<file path="src/rtl/memory_stage_pkg.sv">
// Shared types and defaults for the MEM pipeline stage.
package memory_stage_pkg;

    typedef enum logic [0:0] {
        StIdle,
        StAccess
    } state_e;

    localparam int unsigned DataWDefault = 8;
    localparam int unsigned RdWDefault   = 3;
    localparam int unsigned CntW         = 8;

endpackage

</file>
<file path="src/rtl/mem_timeout_counter.sv">
// Cycle counter for an outstanding data-memory access; expired flags the last allowed cycle.
module mem_timeout_counter
    import memory_stage_pkg::*;
#(
    parameter int unsigned CNT_W   = CntW,
    parameter int unsigned TIMEOUT = 15
) (
    input  logic clk,
    input  logic reset_n,
    input  logic clear,
    input  logic enable,
    output logic expired
);

    logic [CNT_W-1:0] count_q, count_d;

    always_comb begin
        count_d = count_q;
        if (clear) begin
            count_d = '0;
        end else if (enable && (count_q != {CNT_W{1'b1}})) begin
            count_d = count_q + 1'b1;
        end
    end

    always_ff @(posedge clk or negedge reset_n) begin
        if (!reset_n) begin
            count_q <= '0;
        end else begin
            count_q <= count_d;
        end
    end

    // Count is 0 in the first request cycle, so TIMEOUT-1 marks request cycle TIMEOUT.
    assign expired = (count_q == CNT_W'(TIMEOUT - 1));

endmodule

</file>
<file path="src/rtl/memory_stage.sv">
// MEM stage: ALU results pass through in one cycle; loads/stores run a req/ack
// transaction, stalling upstream, and abort with a fault pulse on timeout.
module memory_stage
    import memory_stage_pkg::*;
#(
    parameter int unsigned DATA_W  = DataWDefault,
    parameter int unsigned RD_W    = RdWDefault,
    parameter int unsigned TIMEOUT = 15
) (
    input  logic              clk,
    input  logic              reset_n,
    input  logic              in_valid,
    input  logic              in_mem_read,
    input  logic              in_mem_write,
    input  logic              in_reg_write,
    input  logic [RD_W-1:0]   in_rd,
    input  logic [DATA_W-1:0] in_alu_result,
    input  logic [DATA_W-1:0] in_store_data,
    output logic              stall,
    output logic              dmem_req,
    output logic              dmem_we,
    output logic [DATA_W-1:0] dmem_addr,
    output logic [DATA_W-1:0] dmem_wdata,
    input  logic [DATA_W-1:0] dmem_rdata,
    input  logic              dmem_ack,
    output logic [DATA_W-1:0] write_data_wb,
    output logic [RD_W-1:0]   rd_wb,
    output logic              reg_write_wb,
    output logic              mem_fault,
    output logic [DATA_W-1:0] fault_addr
);

    state_e              state_q, state_d;
    logic [DATA_W-1:0]   addr_q, addr_d;
    logic [DATA_W-1:0]   wdata_q, wdata_d;
    logic                we_q, we_d;
    logic [RD_W-1:0]     rd_lat_q, rd_lat_d;
    logic                rw_lat_q, rw_lat_d;
    logic [DATA_W-1:0]   wb_data_q, wb_data_d;
    logic [RD_W-1:0]     rd_wb_q, rd_wb_d;
    logic                rw_wb_q, rw_wb_d;
    logic                fault_q, fault_d;
    logic [DATA_W-1:0]   fault_addr_q, fault_addr_d;

    logic cnt_clear;
    logic cnt_en;
    logic expired;

    mem_timeout_counter #(
        .CNT_W   (CntW),
        .TIMEOUT (TIMEOUT)
    ) u_timeout (
        .clk     (clk),
        .reset_n (reset_n),
        .clear   (cnt_clear),
        .enable  (cnt_en),
        .expired (expired)
    );

    always_comb begin
        state_d      = state_q;
        addr_d       = addr_q;
        wdata_d      = wdata_q;
        we_d         = we_q;
        rd_lat_d     = rd_lat_q;
        rw_lat_d     = rw_lat_q;
        wb_data_d    = wb_data_q;
        rd_wb_d      = rd_wb_q;
        rw_wb_d      = rw_wb_q;
        fault_d      = 1'b0;
        fault_addr_d = fault_addr_q;
        cnt_clear    = 1'b0;
        cnt_en       = 1'b0;
        stall        = 1'b0;

        unique case (state_q)
            StIdle: begin
                if (!in_valid) begin
                    rw_wb_d = 1'b0;
                end else if (in_mem_read || in_mem_write) begin
                    stall     = 1'b1;
                    addr_d    = in_alu_result;
                    wdata_d   = in_store_data;
                    we_d      = in_mem_write;
                    rd_lat_d  = in_rd;
                    rw_lat_d  = in_reg_write;
                    rw_wb_d   = 1'b0;
                    cnt_clear = 1'b1;
                    state_d   = StAccess;
                end else begin
                    wb_data_d = in_alu_result;
                    rd_wb_d   = in_rd;
                    rw_wb_d   = in_reg_write;
                end
            end
            StAccess: begin
                cnt_en  = 1'b1;
                rw_wb_d = 1'b0;
                // Ack beats a coincident timeout.
                if (dmem_ack) begin
                    if (!we_q) begin
                        wb_data_d = dmem_rdata;
                        rd_wb_d   = rd_lat_q;
                        rw_wb_d   = rw_lat_q;
                    end
                    state_d = StIdle;
                end else if (expired) begin
                    fault_d      = 1'b1;
                    fault_addr_d = addr_q;
                    state_d      = StIdle;
                end else begin
                    stall = 1'b1;
                end
            end
            default: state_d = StIdle;
        endcase
    end

    always_ff @(posedge clk or negedge reset_n) begin
        if (!reset_n) begin
            state_q      <= StIdle;
            addr_q       <= '0;
            wdata_q      <= '0;
            we_q         <= 1'b0;
            rd_lat_q     <= '0;
            rw_lat_q     <= 1'b0;
            wb_data_q    <= '0;
            rd_wb_q      <= '0;
            rw_wb_q      <= 1'b0;
            fault_q      <= 1'b0;
            fault_addr_q <= '0;
        end else begin
            state_q      <= state_d;
            addr_q       <= addr_d;
            wdata_q      <= wdata_d;
            we_q         <= we_d;
            rd_lat_q     <= rd_lat_d;
            rw_lat_q     <= rw_lat_d;
            wb_data_q    <= wb_data_d;
            rd_wb_q      <= rd_wb_d;
            rw_wb_q      <= rw_wb_d;
            fault_q      <= fault_d;
            fault_addr_q <= fault_addr_d;
        end
    end

    assign dmem_req      = (state_q == StAccess);
    assign dmem_we       = we_q;
    assign dmem_addr     = addr_q;
    assign dmem_wdata    = wdata_q;
    assign write_data_wb = wb_data_q;
    assign rd_wb         = rd_wb_q;
    assign reg_write_wb  = rw_wb_q;
    assign mem_fault     = fault_q;
    assign fault_addr    = fault_addr_q;

endmodule

</file>
<file path="config.mk">
export PLATFORM = sky130hd
export DESIGN_NAME = memory_stage
export DESIGN_NICKNAME = d
export VERILOG_FILES = /design/src/rtl/memory_stage_pkg.sv /design/src/rtl/mem_timeout_counter.sv /design/src/rtl/memory_stage.sv
export SDC_FILE = /design/constraint.sdc
export NUM_CORES = 1
export LEC_CHECK = 0
export CORE_MARGIN = 2
export CORE_UTILIZATION = 25
export CTS_BUF_LIST = sky130_fd_sc_hd__clkbuf_2 sky130_fd_sc_hd__clkbuf_4 sky130_fd_sc_hd__clkbuf_8
export CTS_CLUSTER_DIAMETER = 120
export DETAILED_ROUTE_END_ITERATION = 10
export PLACE_DENSITY = 0.47
export SLEW_MARGIN = 15
export SYNTH_ARGS = -nofsm -noshare
export SYNTH_HDL_FRONTEND = slang
export SYNTH_SLANG_ARGS = --single-unit
</file>
<file path="constraint.sdc">
create_clock -name clk -period 1.55 [get_ports clk]
set_clock_uncertainty 0.2 [all_clocks]
set_input_delay 0.31 -clock clk [delete_from_list [all_inputs] [get_ports clk]]
set_output_delay 0.31 -clock clk [all_outputs]
set_load 0.05 [all_outputs]
</file>
==> results.cfg <==
[logic_synthesis]
syn-num-nets = 236
synth.yosys.seq_area_share_pct = 57.40
syn_inst = 200
fraction_of_the_mapped_netlist_area_in_compound_gates_pct = 4.558
ys_types = 33
postSynthAreaPerCell_sq_um = 11.12
yosys_warnings = 0
yosys_register_bits = 51
synth_area_leaders = sky130_fd_sc_hd__dfrtp_1, sky130_fd_sc_hd__mux2_2, sky130_fd_sc_hd__nand2_1
synth-simple-area-share_pct = 16.94
muxShareOfSynthArea_pct = 16.09
synthXorXnorAreaFrac_pct = 0.7878
dominant_combinational_cell_family_by_area_after_synthesis = simple AND/OR/NAND/NOR gates
synth_top_area_cell = sky130_fd_sc_hd__dfrtp_1
adder_cell_share_of_the_synthesized_area_pct = 1.125
synth.cell_area_sq_um = 2223
yosysTopAreaCellShare_pct = 57.40

[outcome]
result_of_the_run = finished, violations left
violations = setup timing

[cts]
clock_path_buffers = 2
clk_transition_reported_paths_ps = 90
ctsRootBufferMaster = sky130_fd_sc_hd__clkbuf_8
clock_net_sink_count = 51
clock_tree_from_tritoncts = done
worstSkewPairLatency_ps = 300
number_of_buffers_inserted_during_clock_tree_synthesis = 5
htree_num_levels = 2

[detailed_routing]
routed_wire_length_per_instance_microns = 14.58
drtIter0Drc = 59
detail_route.first_pass.iterations = 7
ant_nets = 0
routed_via_density = 4.337
drt_drc_violations_left = 0
final_wirelength_microns = 6109
dr_total_vias = 1817

[sta]
slew-limit-headroom_pct = 79.42
final-hold-violation-count = 0
finalWorstPathRequiredPeriod_ps = 2017
timing_max_transition_violations_final = 0
worst_pin_slew_ps = 308.7
hold_slack_ps = 285.3
final.setup.tns_ps = -5536
report.final.setup_viol = 30
unrepaired_setup_endpoints_after_global_routing = true
post-route-period-util_pct = 130.1
timing.final.ws_setup_ps = -467.1
fmaxAchievable_mhz = 495.8

[setup_path]
worst_ep_required_time_ps = 1040
critical_path.max_stage_delay_ps = 360
timing.setup.critical_path_class = reg -> out
critPathMaxFanout = 2
critPathLaunchType = register
critPathSlowestCell = sky130_fd_sc_hd__dfrtp_1
worstPathArrival_ps = 1510
path_cells = inv_1, ha_2, and4bb_4, o31ai_4, buf_6
critical_path_end_type = output pin

[power]
leakagePower_uw = 0.001899
power_density_nw_per_um2 = 1417
report.power.total_uw = 5766
ir_drop_uv = 797.4

[floorplan]
top_level_ports = 74
coreArea_sq_um = 8678
fp.dieH_microns = 98.31
floorplan.rows = 34
die_area_sq_um = 9664
die_w_microns = 98.31
floorplan.initialDensity_pct = 25.62

[layout]
nNetsFinal = 346
post_route_cells_drive_above_1_share_pct = 45.98
area_growth_syn_to_layout_pct = 83.00
instances_no_fill = 419
antennaDiodeCount = 0

[global_routing]
grt_antenna_before_repair = 0
wire_length_of_the_first_global_routing_pass_microns = 9749
largest_net_degree_at_the_start_of_global_routing = 52
grt-ovfl-total = 0
grtUsageTotal_pct = 12.76
first_global_vias = 1887

[placed_design]
place_hpwl_microns = 4048
placer_s_final_routability_congestion_estimate = 0.8082
dp.cells = 399
buffer_ports.inserted = 73

[worst_hold_path]
hp-class = reg -> reg

[flow_run]
cap_viol_max_count = 0
-- what timing repair did --
item / CTS / global route
hold buffers: 1 / 0
endpoints found under the setup margin: 29 / 51
cloned: 0 / 1
endpoints found under the hold margin: 51 / 0
setup buffers: 8 / 4
pin swaps: 7 / 11
gates resized for setup: 26 / 17
-- path summary, 6_finish.rpt --
| path | startpoint | end | slack (ps) | cells after the start |
|---|---|---|---|---|
| max in group asynchronous | reset_n | dmem_req | 580 | 3 |
| min in group asynchronous | reset_n | u_timeout.count_q[4] | 330 | 3 |
| max | u_timeout.count_q[0] | stall | -470 | 5 |
| min reg2reg | rd_lat_q[0] | rd_lat_q[0] | 290 | 2 |
| max reg2reg | u_timeout.count_q[0] | fault_addr[0] | -310 | 6 |
| min | rd_lat_q[0] | rd_lat_q[0] | 290 | 2 |
-- critical path, delay by kind of cell, from the launching register on --
family / cells / cell delay [ps]
fa+ha+maj: 1 / 180
buf+inv: 2 / 240
simple gates: 1 / 210
compound gates: 1 / 200
flops: 1 / 360
-- through the flow --
step | instance area [sq um] | utilization, % | setup WS, ps
2_1_floorplan | 2280 | - | -360.0
3_3_place_gp | 3694 | 42.56 | -483.8
3_5_place_dp | 3694 | 42.56 | -490.4
4_1_cts | 3973 | 45.78 | -502.9
5_1_grt | 4069 | 46.89 | -517.7
6_report | 4069 | 46.89 | -467.1
-- synthesized netlist by cell type, drive strengths merged --
| master | instances |
|---|---|
| ha | 2 |
| o31ai | 1 |
| a21oi | 1 |
| nand4 | 1 |
| buf | 7 |
| o41ai | 1 |
| a21o | 1 |
| a32o | 1 |
| nor3 | 2 |
| dfrtp | 51 |
| nand3b | 1 |
| mux2 | 30 |
| mux2i | 2 |
| xor2 | 1 |
| o22ai | 1 |
| and4bb | 1 |
| nand3 | 7 |
| nor2b | 2 |
| nor4 | 1 |
| o21ai | 7 |
| o311ai | 1 |
| nand2 | 67 |
| a22o | 1 |
| clkbuf | 1 |
| nor2 | 3 |
| xnor2 | 1 |
| inv | 5 |
-- layout by cell type (no fill, tap or decap), types with 2 or more instances in the layout --
cell type | Yosys | final
sky130_fd_sc_hd__dfrtp_1 | 51 | 50
sky130_fd_sc_hd__inv_1 | 5 | 4
sky130_fd_sc_hd__mux2_2 | 30 | 29
sky130_fd_sc_hd__nand3_1 | 7 | 3
sky130_fd_sc_hd__nand3_2 | 0 | 3
sky130_fd_sc_hd__nand2_1 | 67 | 67
sky130_fd_sc_hd__nor2b_4 | 0 | 2
sky130_fd_sc_hd__o21ai_2 | 1 | 4
sky130_fd_sc_hd__clkdlybuf4s50_1 | 0 | 31
sky130_fd_sc_hd__clkbuf_8 | 0 | 7
sky130_fd_sc_hd__buf_4 | 2 | 22
sky130_fd_sc_hd__nand3b_4 | 1 | 2
sky130_fd_sc_hd__mux2i_1 | 2 | 2
sky130_fd_sc_hd__buf_12 | 0 | 42
sky130_fd_sc_hd__buf_6 | 1 | 12
-- logic make-up (layout without fill, tap and decap cells) --
kind of cell / after synthesis / in the layout
buffers and inverters: 13 / 123
AOI/OAI and AO/OA: 15 / 15
and+or+nand+nor: 85 / 86
adders and majority gates: 2 / 2
DFF: 51 / 51
xor gates and xnor gates: 2 / 2
muxes: 32 / 32
-- flip-flops by register name (all words and copies together), names as in the netlist --
| signal | cells |
|---|---|
| dmem_wdata | 8 |
| dmem_we | 1 |
| u_timeout.count_q | 8 |
| rd_wb | 3 |
| reg_write_wb | 1 |
| rd_lat_q | 3 |
| rw_lat_q | 1 |
| mem_fault | 1 |
| fault_addr | 8 |
| dmem_req | 1 |
| write_data_wb | 8 |
| dmem_addr | 8 |
-- power by group --
part	switching, uW	internal [uW]	total [uW]
Sequential	307	1630	1940
Clock	429	426	854
Combinational	1480	1500	2970
Total	2210	3550	5770
-- area by class of cell --
| type | count | area [sq um] |
|---|---|---|
| fill | 818 | 4609 |
| timing repair buffer | 110 | 1475 |
| tap | 108 | 135.1 |
| sequential | 51 | 1277 |
| multi-input combinational | 137 | 1056 |
| clock buffer | 8 | 103.9 |
| inverter | 5 | 21.27 |
-- routing by layer --
layer / GRT usage [%] / up-vias / part of all wire [%]
met4: 3.372 / 0 / 1.6
met1: 17.44 / 883 / 45
met2: 19.94 / 37 / 49
met3: 3.651 / 10 / 4.2
li1: - / 887 / -
met5: 0 / - / 0
Note: power is estimated with default switching activity, not from simulation.
